**config.mk**
```make
export PLATFORM = sky130hd
export DESIGN_NAME = branch_predictor
export DESIGN_NICKNAME = d
export VERILOG_FILES = /design/src/rtl/bp_pkg.sv /design/src/rtl/bp_counter_table.sv /design/src/rtl/branch_predictor.sv
export SDC_FILE = /design/constraint.sdc
export NUM_CORES = 2
export LEC_CHECK = 0
export CORE_ASPECT_RATIO = 0.5
export CORE_MARGIN = 4
export CORE_UTILIZATION = 40
export DETAILED_ROUTE_END_ITERATION = 10
export DONT_BUFFER_PORTS = 1
export RECOVER_POWER = 50
export SLEW_MARGIN = 25
export SYNTH_ARGS = -nofsm -noshare
export SYNTH_HDL_FRONTEND = slang
export SYNTH_SLANG_ARGS = --single-unit
```
**constraint.sdc**
```tcl
create_clock -name clk -period 8.9 [get_ports clk]
set_clock_uncertainty 0.15 [all_clocks]
set_input_delay 2.67 -clock clk [delete_from_list [all_inputs] [get_ports clk]]
set_output_delay 2.67 -clock clk [all_outputs]
set_load 0.005 [all_outputs]
```
**src/rtl/bp_pkg.sv**
```systemverilog
// Shared types and helpers for the dynamic branch predictor.
// Provides the 2-bit counter encoding, its reset value and the
// saturating step function used when a conditional branch resolves.
package bp_pkg;

    typedef enum logic [1:0] {
        SNT = 2'b00,
        WNT = 2'b01,
        WT  = 2'b10,
        ST  = 2'b11
    } ctr_t;

    localparam ctr_t CTR_RESET = WNT;

    // Saturating step: towards ST on taken, towards SNT on not-taken.
    function automatic ctr_t ctr_next(input ctr_t ctr, input logic taken);
        ctr_t result;
        result = ctr;
        case (ctr)
            SNT:     result = taken ? WNT : SNT;
            WNT:     result = taken ? WT  : SNT;
            WT:      result = taken ? ST  : WNT;
            ST:      result = taken ? ST  : WT;
            default: result = CTR_RESET;
        endcase
        return result;
    endfunction

endpackage

```
**src/rtl/bp_counter_table.sv**
```systemverilog
// Table of 2-bit saturating direction counters.
// One combinational read port for lookup, one write port for training.
// The write port either loads an absolute value (new allocation) or
// steps the addressed counter in place, so the trainer needs no read port.
module bp_counter_table
    import bp_pkg::*;
#(
    parameter  int ENTRIES = 64,
    localparam int IDX_W   = $clog2(ENTRIES)
) (
    input  logic             clk,
    input  logic             reset,
    input  logic [IDX_W-1:0] rd_idx,
    output ctr_t             rd_ctr,
    input  logic             wr_en,
    input  logic [IDX_W-1:0] wr_idx,
    input  logic             wr_set,
    input  ctr_t             wr_ctr,
    input  logic             wr_taken
);

    ctr_t ctr_q [ENTRIES];

    genvar gi;
    generate
        for (gi = 0; gi < ENTRIES; gi++) begin : g_entry
            ctr_t ctr_reg;
            ctr_t ctr_next_val;

            assign ctr_next_val = wr_set ? wr_ctr : ctr_next(ctr_reg, wr_taken);

            // Per-entry counter: async clear, load or saturating step on write hit.
            always_ff @(posedge clk or negedge reset) begin
                if (!reset) begin
                    ctr_reg <= CTR_RESET;
                end else if (wr_en && (wr_idx == IDX_W'(gi))) begin
                    ctr_reg <= ctr_next_val;
                end
            end

            assign ctr_q[gi] = ctr_reg;
        end
    endgenerate

    assign rd_ctr = ctr_q[rd_idx];

endmodule

```
**src/rtl/branch_predictor.sv**
```systemverilog
// Dynamic branch predictor: direct-mapped BTB plus 2-bit counter table.
// Lookup of fetch_pc is combinational; training from the MEM stage is
// registered and visible the cycle after update_valid (no bypass).
// Optional macro BP_GSHARE_EN: counter table indexed by idx ^ global history.
module branch_predictor
    import bp_pkg::*;
#(
    parameter int XLEN    = 32,
    parameter int ENTRIES = 64,
    parameter int TAG_W   = 10
) (
    input  logic            clk,
    input  logic            reset,
    input  logic [XLEN-1:0] fetch_pc,
    output logic            pred_taken,
    output logic [XLEN-1:0] pred_target,
    input  logic            update_valid,
    input  logic [XLEN-1:0] update_pc,
    input  logic            update_is_branch,
    input  logic            update_is_jump,
    input  logic            update_taken,
    input  logic [XLEN-1:0] update_target,
    input  logic            update_mispredict,
    output logic [31:0]     stat_mispredicts
);

    localparam int IDX_W  = $clog2(ENTRIES);
    localparam int TAG_LO = IDX_W + 2;
    localparam int TAG_HI = TAG_LO + TAG_W - 1;

    // BTB storage; tag/target/jmp are qualified by valid so they need no reset.
    logic [ENTRIES-1:0] valid_reg;
    logic [TAG_W-1:0]   tag_mem    [ENTRIES];
    logic [XLEN-1:0]    target_mem [ENTRIES];
    logic               jmp_mem    [ENTRIES];
    logic [31:0]        stat_reg;

    // Field extraction
    logic [IDX_W-1:0] fetch_idx;
    logic [TAG_W-1:0] fetch_tag;
    logic [IDX_W-1:0] upd_idx;
    logic [TAG_W-1:0] upd_tag;
    logic             unused_pc_bits;

    assign fetch_idx = fetch_pc[IDX_W+1:2];
    assign fetch_tag = fetch_pc[TAG_HI:TAG_LO];
    assign upd_idx   = update_pc[IDX_W+1:2];
    assign upd_tag   = update_pc[TAG_HI:TAG_LO];

    // Byte-offset bits and bits above the tag never take part in indexing.
    assign unused_pc_bits = ^{fetch_pc[1:0], update_pc[1:0],
                              fetch_pc >> (TAG_HI + 1), update_pc >> (TAG_HI + 1)};

    // Update classification; a jump flag wins when both type flags are set.
    logic upd_accept;
    logic upd_jump;
    logic upd_branch;
    logic upd_hit;
    logic btb_alloc;
    logic tgt_write;

    assign upd_accept = update_valid & (update_is_branch | update_is_jump);
    assign upd_jump   = upd_accept & update_is_jump;
    assign upd_branch = upd_accept & ~update_is_jump;
    assign upd_hit    = valid_reg[upd_idx] & (tag_mem[upd_idx] == upd_tag);
    assign btb_alloc  = upd_jump | (upd_branch & ~upd_hit & update_taken);
    assign tgt_write  = upd_jump | (upd_branch & update_taken);

    // Counter-table indexing, optionally hashed with global history.
    logic [IDX_W-1:0] look_cidx;
    logic [IDX_W-1:0] upd_cidx;

`ifdef BP_GSHARE_EN
    logic [IDX_W-1:0] ghr_reg;

    // Non-speculative global history: shift in each resolved conditional branch.
    always_ff @(posedge clk or negedge reset) begin
        if (!reset) begin
            ghr_reg <= '0;
        end else if (upd_branch) begin
            ghr_reg <= (ghr_reg << 1) | IDX_W'(update_taken);
        end
    end

    assign look_cidx = fetch_idx ^ ghr_reg;
    assign upd_cidx  = upd_idx ^ ghr_reg;
`else
    assign look_cidx = fetch_idx;
    assign upd_cidx  = upd_idx;
`endif

    // Direction counters
    ctr_t look_ctr;
    logic ctr_wr_en;
    ctr_t ctr_wr_val;

    assign ctr_wr_en  = btb_alloc | (upd_branch & upd_hit);
    assign ctr_wr_val = upd_jump ? ST : WT;

    bp_counter_table #(
        .ENTRIES (ENTRIES)
    ) u_ctr_table (
        .clk      (clk),
        .reset    (reset),
        .rd_idx   (look_cidx),
        .rd_ctr   (look_ctr),
        .wr_en    (ctr_wr_en),
        .wr_idx   (upd_cidx),
        .wr_set   (btb_alloc),
        .wr_ctr   (ctr_wr_val),
        .wr_taken (update_taken)
    );

    // Valid bits: cleared asynchronously, set on any allocation.
    always_ff @(posedge clk or negedge reset) begin
        if (!reset) begin
            valid_reg <= '0;
        end else if (btb_alloc) begin
            valid_reg[upd_idx] <= 1'b1;
        end
    end

    // Tag/target/jump arrays: plain write-enabled storage.
    always_ff @(posedge clk) begin
        if (btb_alloc) begin
            tag_mem[upd_idx] <= upd_tag;
            jmp_mem[upd_idx] <= upd_jump;
        end
        if (tgt_write) begin
            target_mem[upd_idx] <= update_target;
        end
    end

    // Saturating mispredict statistics counter.
    always_ff @(posedge clk or negedge reset) begin
        if (!reset) begin
            stat_reg <= '0;
        end else if (update_valid && update_mispredict && (stat_reg != 32'hFFFF_FFFF)) begin
            stat_reg <= stat_reg + 32'd1;
        end
    end

    assign stat_mispredicts = stat_reg;

    // Lookup path
    logic fetch_hit;

    assign fetch_hit   = valid_reg[fetch_idx] & (tag_mem[fetch_idx] == fetch_tag);
    assign pred_taken  = fetch_hit & (jmp_mem[fetch_idx] | look_ctr[1]);
    assign pred_target = pred_taken ? target_mem[fetch_idx] : (fetch_pc + XLEN'(4));

endmodule
```
# After elaboration in Yosys (flattened, before gate mapping)
# Memories as Yosys holds them, arrays and structs flattened.
# Index checks and enable logic that the tools add are counted.
[op_classes]
n_addsub = 2
mul = 0
div = 0
magnitude_cmp = 4
n_eq_ne = 258
n_shift = 0
n_mux = 147
bitwise_logic = 19
n_reduce_logical = 132
[ops]
columns = ["cell", "n"]
rows = [
  ["2-bit case mux with 4 select lines", 64],
  ["2-bit equality test, second input constant", 128],
  ["6-bit equality test, second input constant", 32],
  ["2-bit 2-to-1 mux", 68],
  ["2-bit by 1-bit equality test with 1-bit output, second input constant", 64],
  ["2-bit zero test", 64],
  ["6-bit by 5-bit equality test with 1-bit output, second input constant", 16],
  ["1-bit logical AND", 67],
  ["64-bit bitwise OR", 1],
  ["6-bit by 4-bit equality test with 1-bit output, second input constant", 8],
  ["32-bit by 1-bit adder with 32-bit output, second input constant", 1],
  ["32-bit by 3-bit adder with 32-bit output, second input constant", 1],
  ["32-bit 2-to-1 mux", 1],
  ["32-bit inequality test, second input constant", 1],
  ["6-bit by 3-bit equality test with 1-bit output, second input constant", 4],
  ["10-bit equality test", 2],
  ["6-bit by 7-bit < comparator with 1-bit output, second input constant", 2],
  ["1-bit binary-select mux with 6-bit select", 2],
  ["2-bit binary-select mux with 6-bit select", 1],
  ["6-bit by 2-bit equality test with 1-bit output, second input constant", 2],
  ["1-bit AND", 10],
  ["1-bit 2-to-1 mux", 10],
  ["7-bit greater-or-equal comparator, second input constant", 1],
  ["6-bit inverter with 7-bit output", 1],
  ["other kinds (6)", 11],
]
[totals]
regBits = 224
latch_bits = 0
ram_bits = 2752
romBits = 0
in_bits = 103
output_inout_bits = 65
wordCells = 631
memories = 3
[mem_list]
columns = ["name", "words", "width", "rd", "rd_clocked_by_memory_dff", "wr", "line_no", "source"]
rows = [
  ["target_mem", 64, 32, 1, 0, 1, "branch_predictor.sv:34", "logic [XLEN-1:0] target_mem [ENTRIES];"],
  ["tag_mem", 64, 10, 2, 0, 1, "branch_predictor.sv:33", "logic [TAG_W-1:0] tag_mem [ENTRIES];"],
  ["jmp_mem", 64, 1, 1, 0, 1, "branch_predictor.sv:35", "logic jmp_mem [ENTRIES];"],
]

# Logic depth before layout (Yosys ltp)
[depth]
depth_word = 9
ltp_mapped = 20
ltp_nobuf = 12

# Cells and area by module
# A second synthesis with hierarchy kept.
[hier_totals]
hier_cells = 6538
area_unflattened_um2 = 126515.1
[modules_own_cells]
columns = ["mod", "instances", "cells_per_inst", "area_per_inst_um2", "seq_area_each_um2"]
rows = [
  ["branch_predictor", 1, 5472, 116560.5, 85041.6],
  ["bp_counter_table", 1, 1066, 9954.5, 3283.1],
]

# Worst setup path before layout
# Ideal clock, no wire load.
[synth_path]
path_kind = "input -> output"
start = "input fetch_pc[2]"
end = "output pred_target[0]"
arrival_ps = 5961
required_time_ps = 6080
setup_slack_ps = 119
stages = 11
path_buffers = 7
cell_sequence = "buf_6 > buf_4 > buf_6 > buf_6 > buf_4 > buf_2 > buf_1 > mux4_2 > mux4_2 > mux4_2 > mux2_2"
[synth_via]
elab_chain_len = 7
elab_cells_between_ends = 14
classes_between = "1 x eq/ne; 6 x mux; 4 x bitwise; 3 x memory"
[synth_lines]
columns = ["item", "line_no", "source"]
rows = [
  ["start, declared", "branch_predictor.sv:14", "input logic [XLEN-1:0] fetch_pc,"],
  ["parallel branches: the longest is 6 deep, another holds memory 64 x 10 bit", "n/a", ""],
  ["32-bit 2-to-1 mux (*)", "branch_predictor.sv:150", "assign pred_target = pred_taken ? target_mem[fetch_idx] : (fetch_pc + XLEN'(4));"],
  ["end, declared", "branch_predictor.sv:16", "output logic [XLEN-1:0] pred_target,"],
]
# Every way passes the cells marked *. The select of a mux whose other input is x is not followed.

# Worst setup path after layout
[layout_path]
start = "input fetch_pc[2]"
end = "output pred_target[10]"
# Same word-level chain as after synthesis.

==> flow_summary.json <==
{
  "synth_compound_area_frac": 0.0414,
  "num_vias": 66798,
  "irDropWorstVdd_uv": 142,
  "cpLargestDelayFamily": "multiplexers",
  "dpl.cell_count": 10237,
  "ys_seq_elements": 2976,
  "crit_fanout": 55,
  "synth_top_family_by_area": "multiplexers",
  "drc": 0,
  "hpwl_um": 206000,
  "die-area_um2": 320000,
  "area_delta_synth_final_pct": 13.7,
  "synthAdderAreaFrac": 0.00278,
  "start_util": 0.402,
  "r2r_slack_ps": 3950,
  "clk_path_buf_depth": 4,
  "power.density_nw_per_um2": 209,
  "finalMaxSlewViolations": 125,
  "antenna_found_initial": 4,
  "crit_type": "primary input to output port",
  "setup_viol": 33,
  "synthTopCellsByArea": "edfxtp_1 67%, mux4_2 18%, dfrtp_1 3.2%",
  "netlist.top_cell.by_area": "edfxtp_1",
  "boundaryPins": 168,
  "grt-ovfl-total": 0,
  "cts_tree": "built",
  "drt_iter0_drc": 9244,
  "ant_nets": 0,
  "largest_register_ffs": 2048,
  "wire_per_inst_um": 34.0,
  "fin_crit_sh": 1.03,
  "layout.nets": 6509,
  "syn_nets": 6278,
  "drt-total-wl_um": 367000,
  "max_cap_viol_count": 1,
  "clock_latency_ps": 850,
  "via_per_inst": 6.20,
  "cp_slowest_cell": "mux4_2",
  "hold_buffers": 0,
  "synthCells": 6173,
  "cts_made_buffers": 288,
  "hp-class": "register to register",
  "coreArea_um2": 308000,
  "violations": "capacitance limit, slew limit, setup timing",
  "grt_pass1_wl_um": 511000,
  "synthMuxAreaShare": 0.193,
  "synth-simple-area-share": 0.0268,
  "grt_max_degree": 705,
  "slowest_delay_ps": 610,
  "synth_xor_area_frac": 0.00571,
  "synth_area_um2": 124000,
  "port_buffers": 0,
  "required_ps": 6080,
  "slew_headroom": -1.21,
  "finalWorstSetupSlack_ps": -301,
  "synth_edf_count": 2752,
  "num_rows": 144,
  "tightest_slew_ps": 3310,
  "ys_warn_count": 0,
  "arrival_ps": 6380,
  "fin_crit_ps": 9200,
  "crit_path_end_kind": "output port",
  "cts-root-buf": "clkbuf_16",
  "grt_pass1_vias": 65722,
  "hold_viol": 0,
  "layout-drive-gt1-share": 0.289,
  "ys_seq_area_frac": 0.712,
  "final.setup.tns_ps": -7760,
  "yosysTopAreaCellShare": 0.666,
  "clkSinkCount": 2976,
  "fp.dieW_um": 796,
  "crit_chain": "buf_16, buf_16, mux4_2, mux4_2, mux4_2, xnor2_2, nand4b_1, nor4_4, buf_12, buf_16, buf_6, nand2_1, o21ai_2, buf_4",
  "synthDistinctLibCells": 89,
  "max_freq_mhz": 109,
  "ys.flop_type": "edfxtp_1",
  "avgSynthCellArea_um2": 20.1,
  "async_reset_ff_frac": 0.0753,
  "htree_levels": 5,
  "first_pass_iters": 6,
  "crit_buf_inv": 6,
  "stdcell_count": 10781,
  "grt_usage": 0.222,
  "clkTransAtPathRegs_ps": 60,
  "place.gp.congestion": 0.810,
  "total_leakage_power_nw": 44.5,
  "die_h_um": 402,
  "cp-start-kind": "primary input",
  "rsz0062_at_grt": "true",
  "status": "complete, but fails checks"
}
## timing repair
item | 4_1_cts | 5_1_grt
pin swaps | 3 | 7
gates resized for setup | 30 | 33
endpoints found under the setup margin | 33 | 33
setup buffers | 3 | 12
gates cloned | 2 | 15
## cell families after synthesis
logic type | Yosys count
buf+inv | 471
mux | 1172
simple gates | 716
xor+xnor | 80
fa+ha+maj | 34
compound gates | 724
flops | 2976
## worst paths after layout
kind	cells after the start	startpoint	to
worst min register to register	2	u_ctr_table.g_entry[62].ctr_reg[0]$_DFFE_PN1P_	u_ctr_table.g_entry[62].ctr_reg[0]$_DFFE_PN1P_
worst max register to register	13	tag_mem[9][1]$_DFFE_PP_	u_ctr_table.g_entry[3].ctr_reg[0]$_DFFE_PN1P_
max in group asynchronous	0	reset	valid_reg[47]$_DFFE_PN0P_
worst min-delay path	2	u_ctr_table.g_entry[62].ctr_reg[0]$_DFFE_PN1P_	u_ctr_table.g_entry[62].ctr_reg[0]$_DFFE_PN1P_
worst max-delay path	14	fetch_pc[2]	pred_target[10]
min in group asynchronous	0	reset	stat_mispredicts[6]$_DFFE_PN0P_
## tightest hold or removal path: stages, from the launching register on
cell     delay (ps)
dfstp_2         380
inv_1            50
o32ai_1          60
## layout make-up
cell class	instances	area, um2
diodes	3	7.51
well taps	4161	5210
multi-input cells	2726	34200
flip-flops and latches	2976	88300
repair buffers	352	4010
clock inverters	133	1220
inverters	60	229
fillers	25660	167000
clock buffers	370	7880
## cells in the final DEF, fill, tap and decap left out, drive strengths merged, types with 14 or more instances in the layout
master,count
nor2b,15
dfrtp,160
o21bai,59
a31oi,54
nor2,276
o211ai,23
bufinv,23
nand4,19
a211oi,83
inv,65
mux2i,183
and2,26
mux2,14
o21ai,90
o22ai,28
nand3,86
a22oi,68
buf,339
a2bb2oi,43
edfxtp,2752
clkbuf,382
dfstp,64
nor3,72
nand2,136
a311oi,36
xor2,37
and3,30
mux4,975
clkinv,102
maj3,32
xnor2,43
a21oi,106
nand2b,16
## routing by layer
layer	track usage	wire, um	up-vias
met5	0	0	-
met4	0.0690	12500	0
met3	0.0370	31600	618
met2	0.348	172000	3464
met1	0.322	151000	36255
li1	-	-	26461
## power by group
group	leakage [nW]	total [mW]	switching, mW	internal, mW
registers	27.5	15.6	0.121	15.5
logic	12.5	1.66	0.835	0.829
clock network	4.46	12.2	5.26	6.92
total	44.5	29.4	6.22	23.2
## stage by stage
step / util / power (mW) / instance area [um2] / setup slack (ps) / hold slack (ps)
floorplan: - / 17.1 / 124000 / 119 / 302
CTS: 0.455 / 29.5 / 140000 / -86.3 / 331
global placement: 0.425 / 17.4 / 131000 / -221 / 314
detailed placement: 0.425 / 17.4 / 131000 / -252 / 324
global route: 0.458 / 30.3 / 141000 / -337 / 350
finish: 0.458 / 29.4 / 141000 / -301 / 332
## Yosys cell counts (42+ instances only)
cell and instances:
a21oi_1 106, nand2_1 134, inv_1 55, nor3_1 70
nand3_1 85, nor2_1 276, clkbuf_1 212, mux4_2 975
a211oi_1 82, a22oi_1 68, a31oi_1 54, mux2i_1 182
o21ai_0 83, o21bai_1 59, dfstp_2 64, a2bb2oi_1 43
edfxtp_1 2752, buf_2 119, xnor2_1 42, dfrtp_1 160
(Power assumes the default switching activity.)
